**src/rtl/row_packer96.sv**
```systemverilog
// Packs twelve consecutive element bytes into a staged 96-bit row and hands it
// to the downstream operand register with a one-cycle ld strobe.
module row_packer96 #(
   parameter int ROWS  = 3,
   parameter int ROW_W = 2
) (
   input  logic             CLK,
   input  logic             reset,
   input  logic [7:0]       din,
   input  logic             din_valid,
   output logic             din_ready,
   input  logic             out_ready,
   output logic             ld,
   output logic [7:0]       Dout1,
   output logic [7:0]       Dout2,
   output logic [7:0]       Dout3,
   output logic [7:0]       Dout4,
   output logic [7:0]       Dout5,
   output logic [7:0]       Dout6,
   output logic [7:0]       Dout7,
   output logic [7:0]       Dout8,
   output logic [7:0]       Dout9,
   output logic [7:0]       Dout10,
   output logic [7:0]       Dout11,
   output logic [7:0]       Dout12,
   output logic [ROW_W-1:0] row_idx,
   output logic             frame_done,
   output logic             busy,
   output logic             dbg_state
);

   typedef enum logic {FILL = 1'b0, LOAD = 1'b1} state_t;

   localparam logic [ROW_W-1:0] LAST_ROW = ROW_W'(ROWS - 1);

   state_t     state;
   logic [3:0] cnt;
   logic [7:0] slot [12];
   logic       take;

   // Handshakes: a byte moves when din_valid && din_ready are both high at a
   // rising edge; a row moves when ld (LOAD && out_ready) is high at an edge.
   // din_ready never looks at din_valid, so there is no valid->ready path.
   assign din_ready  = (state == FILL);
   assign ld         = (state == LOAD) && out_ready;
   assign frame_done = ld && (row_idx == LAST_ROW);
   assign busy       = (cnt != 4'd0) || (state == LOAD);
   assign dbg_state  = state;
   assign take       = din_valid && din_ready;

   always_ff @(posedge CLK) begin
      if (reset) begin
         state   <= FILL;
         cnt     <= 4'd0;
         row_idx <= '0;
         for (int k = 0; k < 12; k++) slot[k] <= 8'h00;
      end else begin
         case (state)
            FILL: begin
               if (take) begin
                  slot[cnt] <= din;
                  if (cnt == 4'd11) begin
                     cnt   <= 4'd0;
                     state <= LOAD;
                  end else begin
                     cnt <= cnt + 4'd1;
                  end
               end
            end
            LOAD: begin
               // Row stays staged until the downstream register takes it.
               if (out_ready) begin
                  state   <= FILL;
                  row_idx <= (row_idx == LAST_ROW) ? '0 : row_idx + ROW_W'(1);
               end
            end
            default: state <= FILL;
         endcase
      end
   end

   assign Dout1  = slot[0];
   assign Dout2  = slot[1];
   assign Dout3  = slot[2];
   assign Dout4  = slot[3];
   assign Dout5  = slot[4];
   assign Dout6  = slot[5];
   assign Dout7  = slot[6];
   assign Dout8  = slot[7];
   assign Dout9  = slot[8];
   assign Dout10 = slot[9];
   assign Dout11 = slot[10];
   assign Dout12 = slot[11];

endmodule

```
**config.mk**
```make
export PLATFORM = sky130hd
export DESIGN_NAME = row_packer96
export DESIGN_NICKNAME = d
export VERILOG_FILES = /design/src/rtl/row_packer96.sv
export SDC_FILE = /design/constraint.sdc
export NUM_CORES = 1
export LEC_CHECK = 0
export BUFFER_PORTS_ARGS = -buffer_cell sky130_fd_sc_hd__buf_4
export CAP_MARGIN = 10
export CORE_MARGIN = 5
export CORE_UTILIZATION = 47
export DETAILED_ROUTE_END_ITERATION = 12
export PLACE_DENSITY = 0.76
export SYNTH_ARGS = -nofsm -noshare
export SYNTH_HDL_FRONTEND = slang
export SYNTH_SLANG_ARGS = --single-unit
```
**constraint.sdc**
```tcl
create_clock -name CLK -period 2 [get_ports CLK]
set_clock_uncertainty 0.15 [all_clocks]
set_input_delay 0.4 -clock CLK [delete_from_list [all_inputs] [get_ports CLK]]
set_output_delay 0.4 -clock CLK [all_outputs]
set_load 0.01 [all_outputs]
```
; ---- After elaboration in Yosys (flattened, before gate mapping)
; Memories as Yosys holds them, arrays and structs flattened.
; Cells that the tools add are included.
[word_totals]
ff_bits = 7
latchBits = 0
ramBits = 96
rom_bits = 0
inputBits = 12
out_inout_bits = 103
word_cells = 32
mem_count = 1
[op_classes]
addsub = 2
multipliers = 0
n_div = 0
magnitude_cmp = 0
n_eq_ne = 2
shifts = 0
mux = 15
n_bitwise = 1
n_reduce_logical = 8
[memory_table]
columns = name, depth, width, read_ports, rd_clocked_by_memory_dff, wr, line
row1 = slot, 12, 8, 12, 0, 12, 38  ; logic [7:0] slot [12];
[ops]
columns = operator, n
row1 = $mux 1, 10
row2 = $mux 4, 2
row3 = $mux 8, 1
row4 = $reduce_or 8->1, 1
row5 = $add 4x1->4 const B, 1
row6 = $eq 4x4->1 const B, 1
row7 = $reduce_and 2->1, 2
row8 = $reduce_bool 4->1, 1
row9 = $logic_and 1x1->1, 3
row10 = $add 2x1->2 const B, 1
row11 = $eq 2x2->1 const B, 1
row12 = $mux 2, 1
row13 = $pmux 1 s2, 1
row14 = $logic_or 1x1->1, 1
row15 = $not 1->1, 1

; ---- Longest topological paths before layout
; Gate-level depths: netlist of the first run.
[logic_depth]
word_depth = 8
depth_mapped = 5
depth_no_buf = 4

; ---- Worst setup path after synthesis of the first run
; No wires, ideal clock.
[synth_timing]
path_kind = register to register
from = reg cnt[0]
to = mem slot[11][0] (enable)
setup_ns = 0.386
t_arrival_ns = 1.369
t_required_ns = 1.464
setup_slack_ns = 0.095
path_stages_with_launch = 4
n_path_buf = 0
synth_period_minus_slack_ns = 1.905
path_cell_list = dfxtp_1 > ha_1 > nand4b_1 > o21ai_0
[synth_lines]
columns = item, line
row1 = from (decl), 37  ; logic [3:0] cnt;
row2 = from (signal assigned), 66  ; cnt <= cnt + 4'd1;
row3 = to (decl), 38

; ---- Final worst setup path of the first run
[layout_timing]
from = reg cnt[1]
to = out busy
[layout_between]
elab_chain_cells = 2
[layout_rtl]
columns = item, line
row1 = $reduce_bool 4->1, 47  ; assign busy = (cnt != 4'd0) || (state == LOAD);
row2 = $logic_or 1x1->1, 47
row3 = to (decl), 28  ; output logic busy,
; No other way between the ends.

==> results of run 1 <==
timing repair:
item / 4_1_cts / 5_1_grt
pin swaps: 0 / 0
endpoints found under the hold margin: 0 / 0
gates resized for setup: 2 / 3
endpoints found under the setup margin: 1 / 2
setup buffers: 0 / 0
synthesized netlist by cell type:
cell	instances
inv_1	5
nor2b_2	1
nor2_1	5
nor2b_1	1
buf_4	8
nand2b_1	1
and2_1	96
clkbuf_1	9
nor3b_4	1
nor4b_4	2
or2_1	3
nand4_1	1
nor4bb_1	1
nor3b_1	1
a21oi_1	3
and3_1	12
mux2i_1	1
o21ai_0	1
nor3_1	1
a31o_2	1
buf_2	4
nand4b_1	2
o221ai_1	1
or2_2	7
ha_1	5
nand3_1	2
nor2b_4	1
xnor2_1	1
edfxtp_1	96
nand2_1	5
buf_6	1
dfxtp_1	7
routing by layer:
| layer | vias up | part of all wire | GRT usage | wire (um) |
|---|---|---|---|---|
| li1 | 1207 | - | - | - |
| met1 | 1209 | 0.40 | 0.213 | 3710 |
| met2 | 90 | 0.52 | 0.295 | 4880 |
| met3 | 13 | 0.065 | 0.0450 | 611 |
| met4 | 0 | 0.020 | 0.0566 | 185 |
| met5 | - | 0 | 0 | 0 |
worst paths after layout:
check	end	cells after the start
setup / recovery	busy	4
setup reg to reg	slot[4][6]$_SDFFCE_PN0P_	4
hold / removal	dbg_state$_SDFF_PP0_	3
hold reg to reg	row_idx[1]$_SDFFE_PP0P_	2
stage by stage:
step / total power, W / worst slack (ps) / utilization
after floorplan: 0.00267 / 94.6 / -
after global placement: 0.00288 / 115 / 0.593
after detailed placement: 0.00289 / 66.5 / 0.593
after CTS: 0.00393 / 48.0 / 0.611
after global routing: 0.00405 / 16.3 / 0.612
final: 0.00390 / 123 / 0.612
flip-flops by register name (all words and copies together) (netlist names):
register and cells:
slot 96, cnt 4, row_idx 2, dbg_state 1
area by class of cell:
class | instances | area share
tap | 108 | 0.0253
clock inverter | 5 | 0.00515
inverter | 5 | 0.00351
sequential | 103 | 0.567
multi-input combinational | 156 | 0.198
clock buffer | 9 | 0.0232
timing repair buffer | 126 | 0.178
power breakdown:
group          leakage [nW]  switching, W  internal [W]
clock network        0.0737      0.000645      0.000429
logic                  1.15      0.000199      0.000158
registers              1.05     0.0000350       0.00244
critical path, stage by stage, from the launching register on:
cell	delay [ps]
dfxtp_1	420
inv_1	90
ha_1	250
nand3_1	100
buf_4	120
cells by family (layout without fill, tap and decap cells):
| kind of cell | after synthesis | count (layout) |
|---|---|---|
| AOI/OAI and AO/OA | 6 | 6 |
| DFF | 103 | 103 |
| buffers and inverters | 27 | 145 |
| and+or+nand+nor | 143 | 143 |
| adders and majority gates | 5 | 5 |
| xor gates and xnor gates | 1 | 1 |
| muxes | 1 | 1 |
==> impl_results.md, run 1 <==
- Outcome: complete, no violations
- Critical path startpoint category: flop
- Routability congestion estimate: 0.829
- Nets: 418
- Syn_nets: 303
- Synth Area in XOR/XNOR: 0.00208
- FILL cells: 682
- Top-level I/O count: 115
- Critical-path maximum fanout: 6
- Initial Util: 0.484
- Cts hold-fix bufs: 0
- H-Tree Depth: 3
- Static Leak: 2.27 nW
- Final hold vios: 0
- P&R area growth vs syn: 26.6%
- Largest net degree at the start of global routing: 18
- Final Cycle Share: 0.939
- FP Rows: 34
- Die area: 0.0110 sq mm
- Vias per cell: 4.92
- WS Path Type: reg2out
- Post-synthesis compound-gate area fraction: 0.00890
- Clock buffer depth: 2
- Die Wd: 105 um
- Distinct cell type count of the synthesized netlist: 32
- Combinational family with the most area after synthesis: simple AND/OR/NAND/NOR gates
- Rel. slew slack: 0.763
- Mapped Avg Cell Area: 14.8 sq um
- Most frequent cells in the layout: buf_4 (125), and2_1 (96), edfxtp_1 (96)
- DRT Pass-1 Iters: 4
- First-pass GRT wire length: 14.6 mm
- RSZ-0062 raised after global routing: false
- Simple-Gate Fraction of Synth Area: 0.221
- Post-route ant nets: 0
- Register area: 0.00303 sq mm
- Layout cell share with drive strength beyond 1: 0.381
- Synth top area share: 0.683
- DP HPWL: 6.61 mm
- Wire per inst: 18.3 um
- Critical Path Sink Type: primary output
- Post-route cell area: 0.00534 sq mm
- Clk slew on worst S/H paths: 90 ps
- Footprint of the multi-input gates: 0.00106 sq mm
- Worst reg-to-reg setup slack: 210 ps
- Area contributors post-synth: edfxtp_1 (68%), and2_1 (14%), dfxtp_1 (3.3%)
- Yosys Warn Count: 0
- Diode count: 0
- Post-synthesis mux area share: 0.00237
- Max-Cap Viols: 0
- Worst hold slack: 180 ps
- Mapped Cells: 286
- Critical path required time: 1450 ps
- Crit path launch: cnt[1]$_SDFFE_PP0P_
- Post-Synth Adder-Cell Area: 0.0148
- Vias post-DR: 2519
- PortBufs: 114
- Power density cells: 731 mW/mm^2
- CTS buffer count: 9
- Max-slew violation count: 0
- Most common cell after layout, fill and taps aside: buf_4
- Worst r2r src: cnt[1]$_SDFFE_PP0P_
- Drt drc: 0
- Final setup viols: 0
- Setup TNS: 0 ps
- Worst-Skew Late Latency: 340 ps
- Vias in the first global route: 2588
- Core area: 0.00872 sq mm
- Clk sinks: 103
- Largest area contributor in the netlist: edfxtp_1
- Hold crit path type: in2reg
- Hold path start: out_ready
- Clk root buf: clkbuf_8
- Fmax: 533 MHz
- Synthesized cell area: 0.00422 sq mm
- Worst slew pin tran: 354 ps
- Drt initial violations: 164
- DP Area: 0.00517 sq mm
- #FFs+latches synth: 103
- WL final: 9.39 mm
- Crit path DAT: 1330 ps
- Tmin final: 1880 ps
- Tot GR Track Use: 0.172
- Placed cells: 498
- Grt ovf: 0
- Maximum VDD drop: 0.510 mV
- Post-Layout Cell Count: 512
- CTS tree: yes
- Initial antenna violation count: 0
- Sequential-to-total area share from yosys stat: 0.716
- Die H: 105 um
No activity file was read; power rests on OpenSTA's default activity.
==> run 2: changes to the inputs <==
CORE_UTILIZATION = 49   (was 47)
CTS_BUF_LIST = sky130_fd_sc_hd__clkbuf_8   (was default)
PLACE_DENSITY = 0.78   (was 0.76)
SKIP_LAST_GASP = 1   (was default)
==> impl_results.md, run 2 (synthesis results as in run 1) <==
- Outcome: complete, no violations
- WHS Endpoint: dbg_state$_SDFF_PP0_
- Clk root buf: clkbuf_8
- Clk slew on worst S/H paths: 90 ps (about the same)
- Tot GR Track Use: 0.174 (+0.00168)
- Critical path startpoint category: flop
- Worst-path cell chain: inv_1 > ha_1 > nand3_1 > buf_4
- WHS Path Cells: 3 (unchanged)
- Cts hold-fix bufs: 0 (unchanged)
- WL final: 8.92 mm (-4.9%)
- Register bank with the most flops: slot
- Die H: 103 um (-1.9%)
- Vias post-DR: 2531 (+0.48%)
- Tmin final: 1940 ps (+61.8 ps)
- Worst slew pin tran: 393 ps (+38.3 ps)
- Clk sinks: 103 (unchanged)
- Core area: 0.00830 sq mm (-4.8%)
- Drt drc: 0 (unchanged)
- Post-route ant nets: 0 (unchanged)
- Maximum VDD drop: 0.363 mV (-29%)
- P&R area growth vs syn: 27.1%
- DRT Pass-1 Iters: 4 (unchanged)
- Vias in the first global route: 2540 (-1.9%)
- Max-Cap Viols: 0 (unchanged)
- PortBufs: 114 (unchanged)
- Initial antenna violation count: 0 (unchanged)
- Worst r2r src: cnt[0]$_SDFFE_PP0P_
- RR Endpoint: slot[4][2]$_SDFFCE_PN0P_
- Total power: 0.00410 W (+5.0%)
- Final hold vios: 0 (unchanged)
- Top-level I/O count: 115 (unchanged)
- Routability congestion estimate: 0.818 (-1.3%)
- Vias per cell: 4.97 (+1.1%)
- DP HPWL: 6.19 mm (-6.4%)
- Layout cell share with drive strength beyond 1: 0.379 (-0.00248)
- CP max stage delay: 440 ps (+20 ps)
- Worst reg-to-reg setup slack: 160 ps (-50 ps)
- Largest net degree at the start of global routing: 18 (unchanged)
- Crit path DAT: 1390 ps (+60 ps)
- Post-route cell area: 0.00536 sq mm (+0.40%)
- H-Tree Depth: 3 (unchanged)
- Max-slew violation count: 0 (unchanged)
- Critical-path top delay cell: dfxtp_1
- Most common cell after layout, fill and taps aside: buf_4
- Nets: 416 (-0.48%)
- Critical-path maximum fanout: 6 (unchanged)
- Initial Util: 0.508 (+0.0246)
- Register area: 0.00302 sq mm (about the same)
- Diode count: 0 (unchanged)
- Footprint of the multi-input gates: 0.00106 sq mm (unchanged)
- Fmax: 516 MHz (-3.2%)
- Setup TNS: 0 ps (unchanged)
- Power density cells: 764 mW/mm^2 (+4.6%)
- DP Area: 0.00516 sq mm (-0.36%)
- Drt initial violations: 94 (-43%)
- FP Rows: 33 (-2.9%)
- Rel. slew slack: 0.738 (-0.0248)
- Critical path required time: 1450 ps (about the same)
- R2r worst-path depth: 4 (unchanged)
- Top layer in use: met4
- Final core occ: 0.646 (+0.0337)
- Max reg flops: 96 (unchanged)
- Clock buffer depth: 2 (unchanged)
- DR WL met3: 684 um (+12%)
- FILL cells: 619 (-9.2%)
- Hold path start: out_ready
- Critical Path Sink Type: primary output
- CTS tree: yes
- Die Wd: 103 um (-1.9%)
- Worst-Skew Late Latency: 350 ps (about the same)
- Final Cycle Share: 0.969 (+0.0309)
- Die area: 0.0106 sq mm (-3.7%)
- M1 WL: 3.62 mm (-2.3%)
- Hold crit path type: in2reg
- Worst hold slack: 177 ps (-3.24 ps)
- CTS buffer count: 9 (unchanged)
- Static Leak: 2.28 nW (+0.50%)
- RSZ-0062 raised after global routing: true
- WS Path Type: reg2out
- Most frequent cells in the layout: buf_4 (123), and2_1 (96), edfxtp_1 (96)
- Final setup viols: 0 (unchanged)
- Grt ovf: 0 (unchanged)
- First-pass GRT wire length: 13.3 mm (-9.2%)
- Length of routed met2 wiring: 4.35 mm (-11%)
- Wire per inst: 17.5 um (-4.4%)
- Top Registers: slot x96, cnt x4, row_idx x2
==> run 2: final cells by class <==
class / count / share of cell area
timing repair buffer: 124 / 0.174
sequential: 103 / 0.564
inverter: 5 / 0.00350
clock inverter: 7 / 0.0131
clock buffer: 9 / 0.0231
tap: 105 / 0.0245
multi-input combinational: 156 / 0.198
==> run 2: worst max-delay path by stage <==
stage	cells after the start	slack (ps)	start	endpoint
CTS	4	30	cnt[0]$_SDFFE_PP0P_	busy
global placement	4	70	reset	slot[0][1]$_SDFFCE_PN0P_
floorplan	3	90	cnt[0]$_SDFFE_PP0P_	slot[11][0]$_SDFFCE_PN0P_
detailed placement	4	50	reset	slot[4][0]$_SDFFCE_PN0P_
global route	4	-60	cnt[0]$_SDFFE_PP0P_	busy
finish	4	60	cnt[0]$_SDFFE_PP0P_	busy
==> run 2: worst max-delay path: cells and delay by family, from the launching register on <==
kind	cells	cell delay (ps)
fa+ha+maj	1	270
flops	1	440
buf+inv	2	210
simple gates	1	110
==> run 2: stage by stage <==
step,std cells,setup WS [ps]
2_1_floorplan,286,94.6
3_3_place_gp,493,69.8
3_5_place_dp,493,48.6
4_1_cts,509,30.7
5_1_grt,509,-57.5
6_report,509,61.0
==> run 2: repair_timing <==
action | in CTS | in global routing
gates resized for setup | 1 | 2
setup endpoints to repair | 1 | 2
hold endpoints to repair | 0 | 0
buffers inserted | 0 | 0
==> run 2: power breakdown <==
group	leakage, nW	switching (W)	internal (W)
Clock	0.0951	0.000697	0.000579
Sequential	1.05	0.0000350	0.00244
Combinational	1.14	0.000194	0.000156
Total	2.28	0.000926	0.00317
==> run 2: routing by layer <==
metal	up-vias	global-route usage
met5	-	0
met4	0	0.0956
met3	20	0.0372
met2	100	0.290
met1	1207	0.211
li1	1204	-
